===== config.mk =====
export PLATFORM = sky130hd
export DESIGN_NAME = pipe_ctrl
export DESIGN_NICKNAME = d
export VERILOG_FILES = /design/src/rtl/pipe_ctrl_pkg.sv /design/src/rtl/pipe_ctrl_hazard_detect.sv /design/src/rtl/pipe_ctrl.sv
export SDC_FILE = /design/constraint.sdc
export NUM_CORES = 1
export LEC_CHECK = 0
export CORE_MARGIN = 2
export CORE_UTILIZATION = 60
export DETAILED_ROUTE_END_ITERATION = 8
export PLACE_DENSITY = 0.92
export SETUP_SLACK_MARGIN = 0.02
export SLEW_MARGIN = 20
export SYNTH_ARGS = -nofsm -noshare
export SYNTH_HDL_FRONTEND = slang
export SYNTH_SLANG_ARGS = --single-unit
export TNS_END_PERCENT = 100

===== constraint.sdc =====
create_clock -name clk_i -period 11.55 [get_ports clk_i]
set_input_delay 2.31 -clock clk_i [delete_from_list [all_inputs] [get_ports clk_i]]
set_output_delay 2.31 -clock clk_i [all_outputs]
set_load 0.05 [all_outputs]

===== src/rtl/pipe_ctrl_pkg.sv =====
// Shared types and defaults for the pipeline sequencing controller.
//   pctrl_state_t : controller FSM state (run / drain / halt)
//   halt_cause_t  : reason reported on cause_o once halted
package pipe_ctrl_pkg;

  typedef enum logic [1:0] {
    StRun   = 2'd0,
    StDrain = 2'd1,
    StHalt  = 2'd2
  } pctrl_state_t;

  typedef enum logic [1:0] {
    CauseNone    = 2'd0,
    CauseIllegal = 2'd1,
    CauseMemto   = 2'd2
  } halt_cause_t;

  localparam int unsigned DrainCyclesDefault = 3;
  localparam int unsigned MemTimeoutDefault  = 16;

endpackage


===== src/rtl/pipe_ctrl_hazard_detect.sv =====
// Combinational load-use comparator.
// Flags when the load in EX writes a register that the ID instruction reads.
//   id_rs1_i/id_rs2_i, id_uses_rs1_i/id_uses_rs2_i : ID source operands
//   ex_valid_i, ex_mem_read_i, ex_rd_i              : EX instruction summary
//   lu_hazard_o                                     : stall request
module hazard_detect (
  input  logic [4:0] id_rs1_i,
  input  logic [4:0] id_rs2_i,
  input  logic       id_uses_rs1_i,
  input  logic       id_uses_rs2_i,
  input  logic       ex_valid_i,
  input  logic       ex_mem_read_i,
  input  logic [4:0] ex_rd_i,
  output logic       lu_hazard_o
);

  logic rs1_match, rs2_match;

  assign rs1_match = id_uses_rs1_i && (id_rs1_i == ex_rd_i);
  assign rs2_match = id_uses_rs2_i && (id_rs2_i == ex_rd_i);

  // x0 is hardwired to zero, so a load targeting it never produces a value to wait for.
  assign lu_hazard_o = ex_valid_i && ex_mem_read_i && (ex_rd_i != 5'd0) && (rs1_match || rs2_match);

endmodule


===== src/rtl/pipe_ctrl.sv =====
// Pipeline sequencing controller for the 5-stage RV32 core.
// Drives per-stage enables/flushes from hazards, redirects, memory back-pressure
// and a drain-then-halt sequence on illegal instructions.
//   Inputs : ID operand/illegal info, EX rd/load/redirect info, MEM handshake
//   Outputs: pc/ifid/idex/exmem enables, ifid/idex/memwb flushes,
//            halted_o, trap_o (HALT entry pulse), cause_o, stall_cnt_o
module pipe_ctrl
  import pipe_ctrl_pkg::*;
#(
  parameter int unsigned MEM_TIMEOUT  = MemTimeoutDefault,
  parameter int unsigned DRAIN_CYCLES = DrainCyclesDefault
) (
  input  logic        clk_i,
  input  logic        rst_i,
  input  logic        id_valid_i,
  input  logic [4:0]  id_rs1_i,
  input  logic [4:0]  id_rs2_i,
  input  logic        id_uses_rs1_i,
  input  logic        id_uses_rs2_i,
  input  logic        id_illegal_i,
  input  logic        ex_valid_i,
  input  logic [4:0]  ex_rd_i,
  input  logic        ex_mem_read_i,
  input  logic        ex_redirect_i,
  input  logic        mem_req_i,
  input  logic        dmem_ready_i,
  output logic        pc_en_o,
  output logic        ifid_en_o,
  output logic        ifid_flush_o,
  output logic        idex_en_o,
  output logic        idex_flush_o,
  output logic        exmem_en_o,
  output logic        memwb_flush_o,
  output logic        halted_o,
  output logic        trap_o,
  output logic [1:0]  cause_o,
  output logic [31:0] stall_cnt_o
);

  pctrl_state_t state_q, state_d;
  halt_cause_t  cause_q, cause_d;
  logic [31:0]  wait_cnt_q, wait_cnt_d;
  logic [31:0]  drain_cnt_q, drain_cnt_d;
  logic [31:0]  stall_cnt_q, stall_cnt_d;
  logic         trap_q, trap_d;

  logic mem_wait, lu_hazard, timeout_hit, drain_last, id_illegal, enter_halt;

  hazard_detect u_hazard_detect (
    .id_rs1_i      (id_rs1_i),
    .id_rs2_i      (id_rs2_i),
    .id_uses_rs1_i (id_uses_rs1_i),
    .id_uses_rs2_i (id_uses_rs2_i),
    .ex_valid_i    (ex_valid_i),
    .ex_mem_read_i (ex_mem_read_i),
    .ex_rd_i       (ex_rd_i),
    .lu_hazard_o   (lu_hazard)
  );

  assign mem_wait    = mem_req_i && !dmem_ready_i;
  assign timeout_hit = mem_wait && (wait_cnt_q == 32'(MEM_TIMEOUT - 1));
  assign drain_last  = drain_cnt_q == 32'(DRAIN_CYCLES - 1);
  assign id_illegal  = id_valid_i && id_illegal_i;

  // State register
  always_ff @(posedge clk_i or posedge rst_i) begin
    if (rst_i) begin
      state_q <= StRun;
    end else begin
      state_q <= state_d;
    end
  end

  // Next-state logic
  always_comb begin
    state_d = state_q;
    unique case (state_q)
      StRun: begin
        if (mem_wait) begin
          if (timeout_hit) state_d = StHalt;
        end else if (!ex_redirect_i && id_illegal) begin
          // A redirect discards the ID instruction, illegal or not.
          state_d = StDrain;
        end
      end
      StDrain: begin
        if (mem_wait) begin
          if (timeout_hit) state_d = StHalt;
        end else if (drain_last) begin
          state_d = StHalt;
        end
      end
      StHalt:  state_d = StHalt;
      default: state_d = StRun;
    endcase
  end

  // Stage control outputs
  always_comb begin
    pc_en_o       = 1'b1;
    ifid_en_o     = 1'b1;
    ifid_flush_o  = 1'b0;
    idex_en_o     = 1'b1;
    idex_flush_o  = 1'b0;
    exmem_en_o    = 1'b1;
    memwb_flush_o = 1'b0;
    if (rst_i) begin
      pc_en_o       = 1'b0;
      ifid_en_o     = 1'b0;
      idex_en_o     = 1'b0;
      exmem_en_o    = 1'b0;
      ifid_flush_o  = 1'b1;
      idex_flush_o  = 1'b1;
      memwb_flush_o = 1'b1;
    end else if (state_q == StHalt || mem_wait) begin
      pc_en_o       = 1'b0;
      ifid_en_o     = 1'b0;
      idex_en_o     = 1'b0;
      exmem_en_o    = 1'b0;
      memwb_flush_o = 1'b1;
    end else if (state_q == StDrain) begin
      pc_en_o      = 1'b0;
      ifid_en_o    = 1'b0;
      idex_flush_o = 1'b1;
    end else if (ex_redirect_i) begin
      ifid_flush_o = 1'b1;
      idex_flush_o = 1'b1;
    end else if (id_illegal || lu_hazard) begin
      pc_en_o      = 1'b0;
      ifid_en_o    = 1'b0;
      idex_flush_o = 1'b1;
    end
  end

  // Counters, cause and trap pulse
  assign enter_halt = (state_q != StHalt) && (state_d == StHalt);

  always_comb begin
    wait_cnt_d  = (mem_wait && state_q != StHalt) ? wait_cnt_q + 32'd1 : 32'd0;
    drain_cnt_d = 32'd0;
    if (state_q == StDrain) begin
      drain_cnt_d = mem_wait ? drain_cnt_q : drain_cnt_q + 32'd1;
    end
    cause_d = cause_q;
    if (enter_halt) cause_d = mem_wait ? CauseMemto : CauseIllegal;
    trap_d      = enter_halt;
    stall_cnt_d = stall_cnt_q;
    if (state_q != StHalt && !pc_en_o) stall_cnt_d = stall_cnt_q + 32'd1;
  end

  always_ff @(posedge clk_i or posedge rst_i) begin
    if (rst_i) begin
      wait_cnt_q  <= 32'd0;
      drain_cnt_q <= 32'd0;
      cause_q     <= CauseNone;
      trap_q      <= 1'b0;
      stall_cnt_q <= 32'd0;
    end else begin
      wait_cnt_q  <= wait_cnt_d;
      drain_cnt_q <= drain_cnt_d;
      cause_q     <= cause_d;
      trap_q      <= trap_d;
      stall_cnt_q <= stall_cnt_d;
    end
  end

  assign halted_o    = state_q == StHalt;
  assign trap_o      = trap_q;
  assign cause_o     = cause_q;
  assign stall_cnt_o = stall_cnt_q;

endmodule


Word-level counts from Yosys, hierarchy flattened
Index checks and enable logic that the tools add are counted.

Flip-flop bits (word level): 101. Latch bits: 0. Bits in writable memories: 0. Memory bits (read-only): 0. Output and inout bits: 43. Word-level logic and storage cells: 66. Memories kept: 0.

$add $sub $neg: 3. $mul: 0. Divide/modulo/power cells: 0. Magnitude comparators: 0. Equality and inequality tests: 9. Shift-type cells: 0. Muxes and demuxes: 28. Bitwise logic cells: 0. Reductions and logical operators: 20.

Operators with widths (number): adder 32 x 1 -> 32 bit (second input constant) (3); two-way mux 32 bit (3); equality test 32 x 2 -> 1 bit (second input constant) (1); equality test 32 x 4 -> 1 bit (second input constant) (1); two-way mux 1 bit (18); logical AND 1 bit (12); two-way mux 2 bit (6); equality test 5 bit (2); case mux 2 bit (3 select lines) (1); nonzero test 5 bit (1); equality test 2 bit (second input constant) (2); inequality test 2 bit (second input constant) (2); zero test 1 bit (3); logical OR 1 bit (3); equality test 2 x 1 -> 1 bit (second input constant) (1); zero test 2 bit (1).

Depth between registers and ports, before layout
Gate-level depths: netlist of the first run.

Depth after elaboration: 12. Gate-level depth with buffers: 9. Depth with buffers taken out: 8.

By module
A second synthesis of the first run with hierarchy kept.

Cell total of the unflattened synthesis: 541. Area total of the unflattened synthesis: 5241.3 um^2.

Modules (own cells, without submodules): pipe_ctrl (times used 1, cells an instance 524, area an instance 5106.1 um^2, seq. area each 2527.4 um^2); hazard_detect (times used 1, cells an instance 17, area an instance 135.1 um^2, seq. area each 0.0 um^2).

Worst setup path after synthesis of the first run
Ideal clock, no wire load.

Path kind: input to output. Start point: in rst_i. End point: out pc_en_o. Arrival time: 7.543 ns. Required time: 9.240 ns. Setup slack: 1.697 ns. Cell stages on the path: 4. Cells stage by stage: inv_1 -> nand3_1 -> nor3_1 -> buf_4.

Word-level cells in the longest chain between the ends: 1.

Ends and longest elaborated chain: start: declaration (line pipe_ctrl.sv:14) `input logic rst_i,`; two-way mux 1 bit; end: declaration (line pipe_ctrl.sv:27) `output logic pc_en_o,`.

Every way passes these cells.

Worst setup path after layout of the first run
Start point: in ex_rd_i[0]. End point: out ifid_en_o.

Word-level cells in the longest chain between the ends: 10.

Ends and longest elaborated chain: start: declaration (line pipe_ctrl.sv:22) `input logic [4:0] ex_rd_i,`; equality test 5 bit, on equally long branches (line pipe_ctrl_hazard_detect.sv:19, pipe_ctrl_hazard_detect.sv:20); logical AND 1 bit, on equally long branches (line pipe_ctrl_hazard_detect.sv:19, pipe_ctrl_hazard_detect.sv:20); logical OR 1 bit (line pipe_ctrl_hazard_detect.sv:23) `assign lu_hazard_o = ex_valid_i && ex_mem_read_i && (ex_rd_i != 5'd0) && (rs1_match || rs2_match);`; logical AND 1 bit * (line pipe_ctrl_hazard_detect.sv:23); logical OR 1 bit * (line pipe_ctrl.sv:128) `end else if (id_illegal || lu_hazard) begin`; two-way mux 1 bit * (line pipe_ctrl.sv:128); two-way mux 1 bit * (line pipe_ctrl.sv:125) `end else if (ex_redirect_i) begin`; two-way mux 1 bit * (line pipe_ctrl.sv:121) `end else if (state_q == StDrain) begin`; two-way mux 1 bit * (line pipe_ctrl.sv:115) `end else if (state_q == StHalt || mem_wait) begin`; two-way mux 1 bit * (line pipe_ctrl.sv:107) `if (rst_i) begin`; end: declaration (line pipe_ctrl.sv:28) `output logic ifid_en_o,`.

Every way passes the cells marked *; elsewhere a longest branch is shown, timed or not.

==> impl_metrics.csv, run 1 <==
group,metric,value,unit
timing,hold_ws,0.512,ns
floorplan,start_util,0.623,
final_layout,layout_common_cells,"dfrtp_1, nor2_1, clkdlybuf4s50_1",
power_and_ir_drop,cellLeakagePower,2.38,nW
drt,drtIter0Drc,241,
synth,synth_warnings,0,
global_route,grt_usage,0.268,
critical_path,crit_path_start_kind,"primary input",
clock_tree,cts_tree,"done",
synth,syn_avg_cell_area,9.74,um2
synth,synth_top_area_cell,"dfrtp_1",
timing,worst_slack,4.40,ns
timing,hold_viol,0,
critical_path,path_delay_family,"buffers and inverters",
global_route,grt_max_degree,73,
synth,syn-cell-area,0.00514,mm2
clock_tree,clockRootBuffer,"clkbuf_8",
timing,fin_setup_tns,0,ns
global_route,grt_pass1_vias,4091,
synth,ys_seq_area_frac,0.491,
synth,syn_nets,558,
timing,fin_crit_sh,0.619,
synth,synth_area_leaders,"dfrtp_1, xor2_1, xnor2_1, nor2_1, nand3_1",
timing,min_period,7.15,ns
placement,dp_slack,4.41,ns
clock_tree,cts_setup_buffers,0,
synth,async_flop_share,1.00,
final_layout,fillCellCount,573,
critical_path,crit_arrival,4.84,ns
critical_path,cp-end-kind,"output pin",
clock_tree,cts_made_buffers,9,
critical_path,cpMostUsedCell,"clkdlybuf4s50_1",
synth,yosysUniqueCellTypes,46,
timing,fmax,140,MHz
critical_path,cp_num_buf_inv,2,
timing,worst_pin_slew,1.02,ns
timing,slew_headroom,0.316,
timing,finClkSkew,0.0112,ns
synth,synth_edf_count,0,
floorplan,rows,33,
clock_tree,cts_hold_buf,0,
clock_tree,cts_resized,0,
global_route,antenna_found_initial,0,
floorplan,core_area,0.00826,mm2
critical_path,crit_path_cell_trace,"clkdlybuf4s50_1 -> or3_1 -> o311a_1 -> nand2_1 -> a21oi_1 -> nor3_1 -> clkdlybuf4s50_1",
run_status,status,"completed",
final_layout,finish.net_count,619,
placement,portBuffers,68,
clock_tree,cts_buffer_depth,2,
power_and_ir_drop,power_density,156,mW/mm2
final_layout,n_antenna_cell,0,
final_layout,final_common_cell,"dfrtp_1",
drt,avgViaCountPerCell,5.99,
floorplan,die_h,96.6,um
critical_path,crit_type,"primary input to output pin",
synth,ys_ff_latch,101,
timing,setup_violations,0,
global_route,grt_pass1_wl,19.3,mm
placement,dp_hpwl,8.29,mm
synth,synthDominantCellAreaShare,0.491,
final_layout,drive_above_1_share,0.0556,
drt,drc_errors,0,
critical_path,required,9.24,ns
clock_tree,clk-insertion-delay-late,0.36,ns
power_and_ir_drop,max-vdd-ir-drop,0.150,mV
timing,rsz0062_at_grt,"false",
clock_tree,clk_pin_slew_worst_paths,0.10,ns
timing,drv_slew,0,
final_layout,area_growth,18.5,%
synth,syn-instance-count,528,
floorplan,ios,69,
floorplan,die_area,0.00933,mm2
floorplan,fp.dieW,96.6,um
placement,place_congestion,0.830,
flow_run,drv_cap,0,
drt,antenna_left,0,
critical_path,worstPathMaxFanout,3,
drt,totalWireLength,11.8,mm
drt,vias,4189,
worst_hold_path,hold_class,"flip-flop to flip-flop",
synth,synthFlopType,"dfrtp_1",
critical_path,slowest_delay,0.85,ns
global_route,grt-ovfl-total,0,
drt,firstDrtPassIters,5,
drt,wl_per_cell,16.9,um
clock_tree,cts_max_level,3,
clock_tree,clkSinkCount,101,
critical_path,critPathSlowestCell,"clkdlybuf4s50_1",
flip-flops by register name, summed over array words and instances, names as in the netlist:
| signal | cells |
|---|---|
| stall_cnt_o | 32 |
| drain_cnt_q | 32 |
| wait_cnt_q | 32 |
| state_q | 2 |
| trap_o | 1 |
| cause_o | 2 |
area by class of cell:
| class | count | area [um2] | area share |
|---|---|---|---|
| Tap cell | 105 | 131 | 0.0216 |
| Timing Repair Buffer | 71 | 703 | 0.115 |
| Clock inverter | 6 | 71.3 | 0.0117 |
| Inverter | 9 | 36.3 | 0.00595 |
| Sequential cell | 101 | 2530 | 0.415 |
| Clock buffer | 10 | 138 | 0.0226 |
| Multi-Input combinational cell | 397 | 2490 | 0.408 |
final timing paths:
check / from / end / slack, ns / depth (start not counted)
max: ex_rd_i[0] / ifid_en_o / 4.40 / 7
min: stall_cnt_o[12] / stall_cnt_o[12] / 0.51 / 1
max reg2reg: state_q[0] / stall_cnt_o[7] / 9.01 / 9
min reg2reg: stall_cnt_o[12] / stall_cnt_o[12] / 0.51 / 1
max in group asynchronous: rst_i / wait_cnt_q[29] / 7.98 / 3
min in group asynchronous: rst_i / trap_o / 2.35 / 2
synthesized netlist by cell type (2+ instances only):
master and number:
dfrtp_1 101, nor2_1 74, xor2_1 59, nand2_1 40, nand3_1 35, xnor2_1 35
nor4_1 24, nor3_1 20, nand4_1 17, a21oi_1 12, or3_1 12, clkbuf_1 11
inv_1 9, o21ai_0 9, and3_1 8, and4_1 8, buf_2 5, nand2b_1 5
nor4b_1 5, ha_1 4, nor2b_1 3, or2_2 3, buf_1 2, buf_4 2
mux2_2 2, nor3_2 2, o211ai_1 2
stage by stage:
step | instances | util | cell area, um2 | power [mW]
final | 699 | 0.738 | 6100 | 0.953
after global routing | 699 | 0.738 | 6100 | 0.999
after CTS | 699 | 0.738 | 6100 | 0.958
after detailed placement | 683 | 0.713 | 5890 | 0.728
after global placement | 683 | 0.713 | 5890 | 0.717
after floorplan | 528 | - | 5140 | 0.631
metal layers:
metal | up-vias | global-route usage | wire (um)
met5 | - | 0 | 0
met4 | 0 | 0.0962 | 179
met3 | 18 | 0.0365 | 492
met2 | 126 | 0.444 | 6070
met1 | 2088 | 0.364 | 5060
li1 | 1957 | - | -
kinds of logic (layout without fill, tap and decap cells):
kind of cell,after synthesis,count (layout),share of synthesized area
DFF,101,101,0.491
xor gates and xnor gates,94,94,0.160
buffers and inverters,30,96,0.0260
muxes,2,2,0.00438
and+or+nand+nor,265,265,0.270
AOI/OAI and AO/OA,32,32,0.0382
adders and majority gates,4,4,0.00973
power breakdown:
part           internal [mW]  switching (mW)  leakage [nW]  total, mW
combinational         0.0983           0.207         0.997      0.306
clock                  0.108           0.124        0.0991      0.231
sequential             0.380          0.0361          1.29      0.416
total                  0.586           0.367          2.38      0.953
(Power assumes the default switching activity.)
==> run 2, diff against run 1 <==
--- a/config.mk
+++ b/config.mk
@@ -6,9 +6,9 @@
 export NUM_CORES = 1
 export LEC_CHECK = 0
 export CORE_MARGIN = 2
-export CORE_UTILIZATION = 60
+export CORE_UTILIZATION = 55
 export DETAILED_ROUTE_END_ITERATION = 8
-export PLACE_DENSITY = 0.92
+export PLACE_DENSITY = 0.86
 export SETUP_SLACK_MARGIN = 0.02
 export SLEW_MARGIN = 20
 export SYNTH_ARGS = -nofsm -noshare
==> constraint.sdc (replaced) <==
create_clock -name clk_i -period 7 [get_ports clk_i]
set_input_delay 1.4 -clock clk_i [delete_from_list [all_inputs] [get_ports clk_i]]
set_output_delay 1.4 -clock clk_i [all_outputs]
set_load 0.05 [all_outputs]
==> run 2 against run 1 <==
  * Core utilization decreased by 7.4 points
  * Count of clock-buffer cells in the layout increased by 3
  * Total power increased by 61%
  * Flip-flop and latch count unchanged
  * Global-route usage decreased by 3.5 points
  * Highest routed layer unchanged
  * Combinational power increased by 64%
  * Final area decreased by 0.35%
  * Critical path type unchanged
  * Clock power increased by 49%
  * Non-clock buffer count unchanged
  * Register-to-register slack got worse by 4.6 ns
  * First-iteration DRC count increased by 7.9%
==> impl_metrics.csv, run 2 (synthesized netlist as in run 1, its figures left out) <==
group,metric,value,unit
run_status,status,"completed",
power_and_ir_drop,combinationalPowerShare,0.327,
global_route,grt_pass1_wl,18.7,mm
clock_tree,cts_made_buffers,9,
critical_path,cp-end-kind,"output pin",
placement,dp_slack,1.64,ns
critical_path,slowest_delay,0.90,ns
clock_tree,clk_pin_slew_worst_paths,0.10,ns
power_and_ir_drop,switching_share,0.388,
placement,place_area,0.00590,mm2
timing,worst_slack,1.62,ns
final_layout,layout.cells.non_filler,705,
flow_run,drv_cap,0,
critical_path,crit_type,"primary input to output pin",
floorplan,fp.dieW,101,um
drt,wl_per_cell,15.8,um
critical_path,crit_arrival,3.98,ns
final_layout,drive_above_1_share,0.0522,
drt,drtIter0Drc,260,
floorplan,die_area,0.0101,mm2
critical_path,crit_path_cell_trace,"clkdlybuf4s50_1 -> or3_1 -> o311a_1 -> nand2_1 -> a21oi_1 -> nor3_1 -> clkdlybuf4s50_1",
drt,firstDrtPassIters,5,
global_route,grt_max_degree,70,
clock_tree,cts_tree,"done",
critical_path,critPathSlowestCell,"clkdlybuf4s50_1",
critical_path,required,5.60,ns
final_layout,final_common_cell,"dfrtp_1",
global_route,grt-ovfl-total,0,
clock_tree,clk-insertion-delay-late,0.37,ns
floorplan,rows,35,
power_and_ir_drop,power_density,252,mW/mm2
timing,hold_viol,0,
power_and_ir_drop,internal-power,0.938,mW
power_and_ir_drop,p_total,1.53,mW
clock_tree,cts_hold_buf,0,
placement,dpl.cell_count,689,
final_layout,finish.net_count,619,
timing,setup_violations,0,
final_layout,layout_common_cells,"dfrtp_1, nor2_1, clkdlybuf4s50_1",
timing,fin_crit_sh,0.768,
global_route,antenna_found_initial,0,
global_route,grt_usage,0.233,
timing,slew_headroom,0.319,
final_layout,area_growth,18.1,%
critical_path,crit_path_start_kind,"primary input",
final_layout,n_antenna_cell,0,
placement,portBuffers,68,
timing,min_period,5.38,ns
power_and_ir_drop,clkPwrFrac,0.225,
floorplan,ios,69,
final_layout,utilization,0.664,
timing,worst_pin_slew,1.02,ns
timing,fmax,186,MHz
clock_tree,cts_setup_buffers,0,
clock_tree,cts_buffer_depth,2,
drt,drc_errors,0,
timing,finClkSkew,0.0133,ns
worst_hold_path,hold_class,"flip-flop to flip-flop",
floorplan,start_util,0.562,
critical_path,cpMostUsedCell,"clkdlybuf4s50_1",
timing,hold_ws,0.488,ns
power_and_ir_drop,p_sw,0.594,mW
global_route,grt_pass1_vias,4018,
drt,antenna_left,0,
drt,avgViaCountPerCell,5.82,
clock_tree,clkSinkCount,101,
placement,place_congestion,0.874,
floorplan,die_h,101,um
clock_tree,cts_max_level,3,
floorplan,core_area,0.00915,mm2
clock_tree,cts_resized,0,
power_and_ir_drop,max-vdd-ir-drop,0.300,mV
critical_path,worstPathMaxFanout,3,
timing,drv_slew,0,
clock_tree,clockRootBuffer,"clkbuf_8",
timing,rsz0062_at_grt,"false",
power_and_ir_drop,pwr-share-seq,0.447,
drt,vias,4102,
final_layout,final_cell_area,0.00607,mm2
power_and_ir_drop,cellLeakagePower,2.36,nW
drt,totalWireLength,11.2,mm
placement,dp_hpwl,7.80,mm
timing,fin_setup_tns,0,ns
==> run 2: changes by cell type in the layout (fill, tap and decap cells not counted), sizes merged <==
cell      delta
clkinvlp     +1
clkinv       -1
inv          -2
bufinv       -1
clkbuf       +3
==> run 2: power by group through the flow <==
stage	registers [mW]	logic (mW)	clock network, mW
CTS	0.685	0.504	0.355
global placement	0.693	0.494	0
finish	0.685	0.502	0.345
detailed placement	0.694	0.501	0
floorplan	0.788	0.253	0
global route	0.694	0.538	0.375
==> run 2: worst paths after layout <==
| kind | endpoint | slack (ns) | start | depth (start not counted) |
|---|---|---|---|---|
| max reg2reg | wait_cnt_q[23] | 4.45 | wait_cnt_q[5] | 6 |
| min reg2reg | stall_cnt_o[31] | 0.49 | stall_cnt_o[31] | 1 |
| min in group asynchronous | stall_cnt_o[18] | 1.57 | rst_i | 2 |
| max | pc_en_o | 1.62 | ex_rd_i[0] | 7 |
| max in group asynchronous | state_q[1] | 4.15 | rst_i | 3 |
| min | stall_cnt_o[31] | 0.49 | stall_cnt_o[31] | 1 |
==> run 2: area by class of cell <==
class / instances / area, um2
clock inverter: 3 / 20.0
sequential: 101 / 2530
clock buffer: 13 / 159
timing repair buffer: 71 / 703
multi-input combinational: 397 / 2490
inverter: 9 / 37.5
tap: 111 / 139
fill: 681 / 3080
==> run 2: critical path: cells and delay by family <==
kind / cells / cell delay [ns]
buffers and inverters: 2 / 1.36
AND/OR/NAND/NOR: 3 / 0.82
AO/OA/AOI/OAI: 2 / 0.40
==> run 2: layer usage <==
| layer | global-route usage | vias to the layer above | wire length (um) |
|---|---|---|---|
| li1 | - | 1959 | - |
| met1 | 0.307 | 2030 | 4940 |
| met2 | 0.367 | 98 | 5400 |
| met3 | 0.0770 | 15 | 635 |
| met4 | 0.0727 | 0 | 179 |
| met5 | 0 | - | 0 |
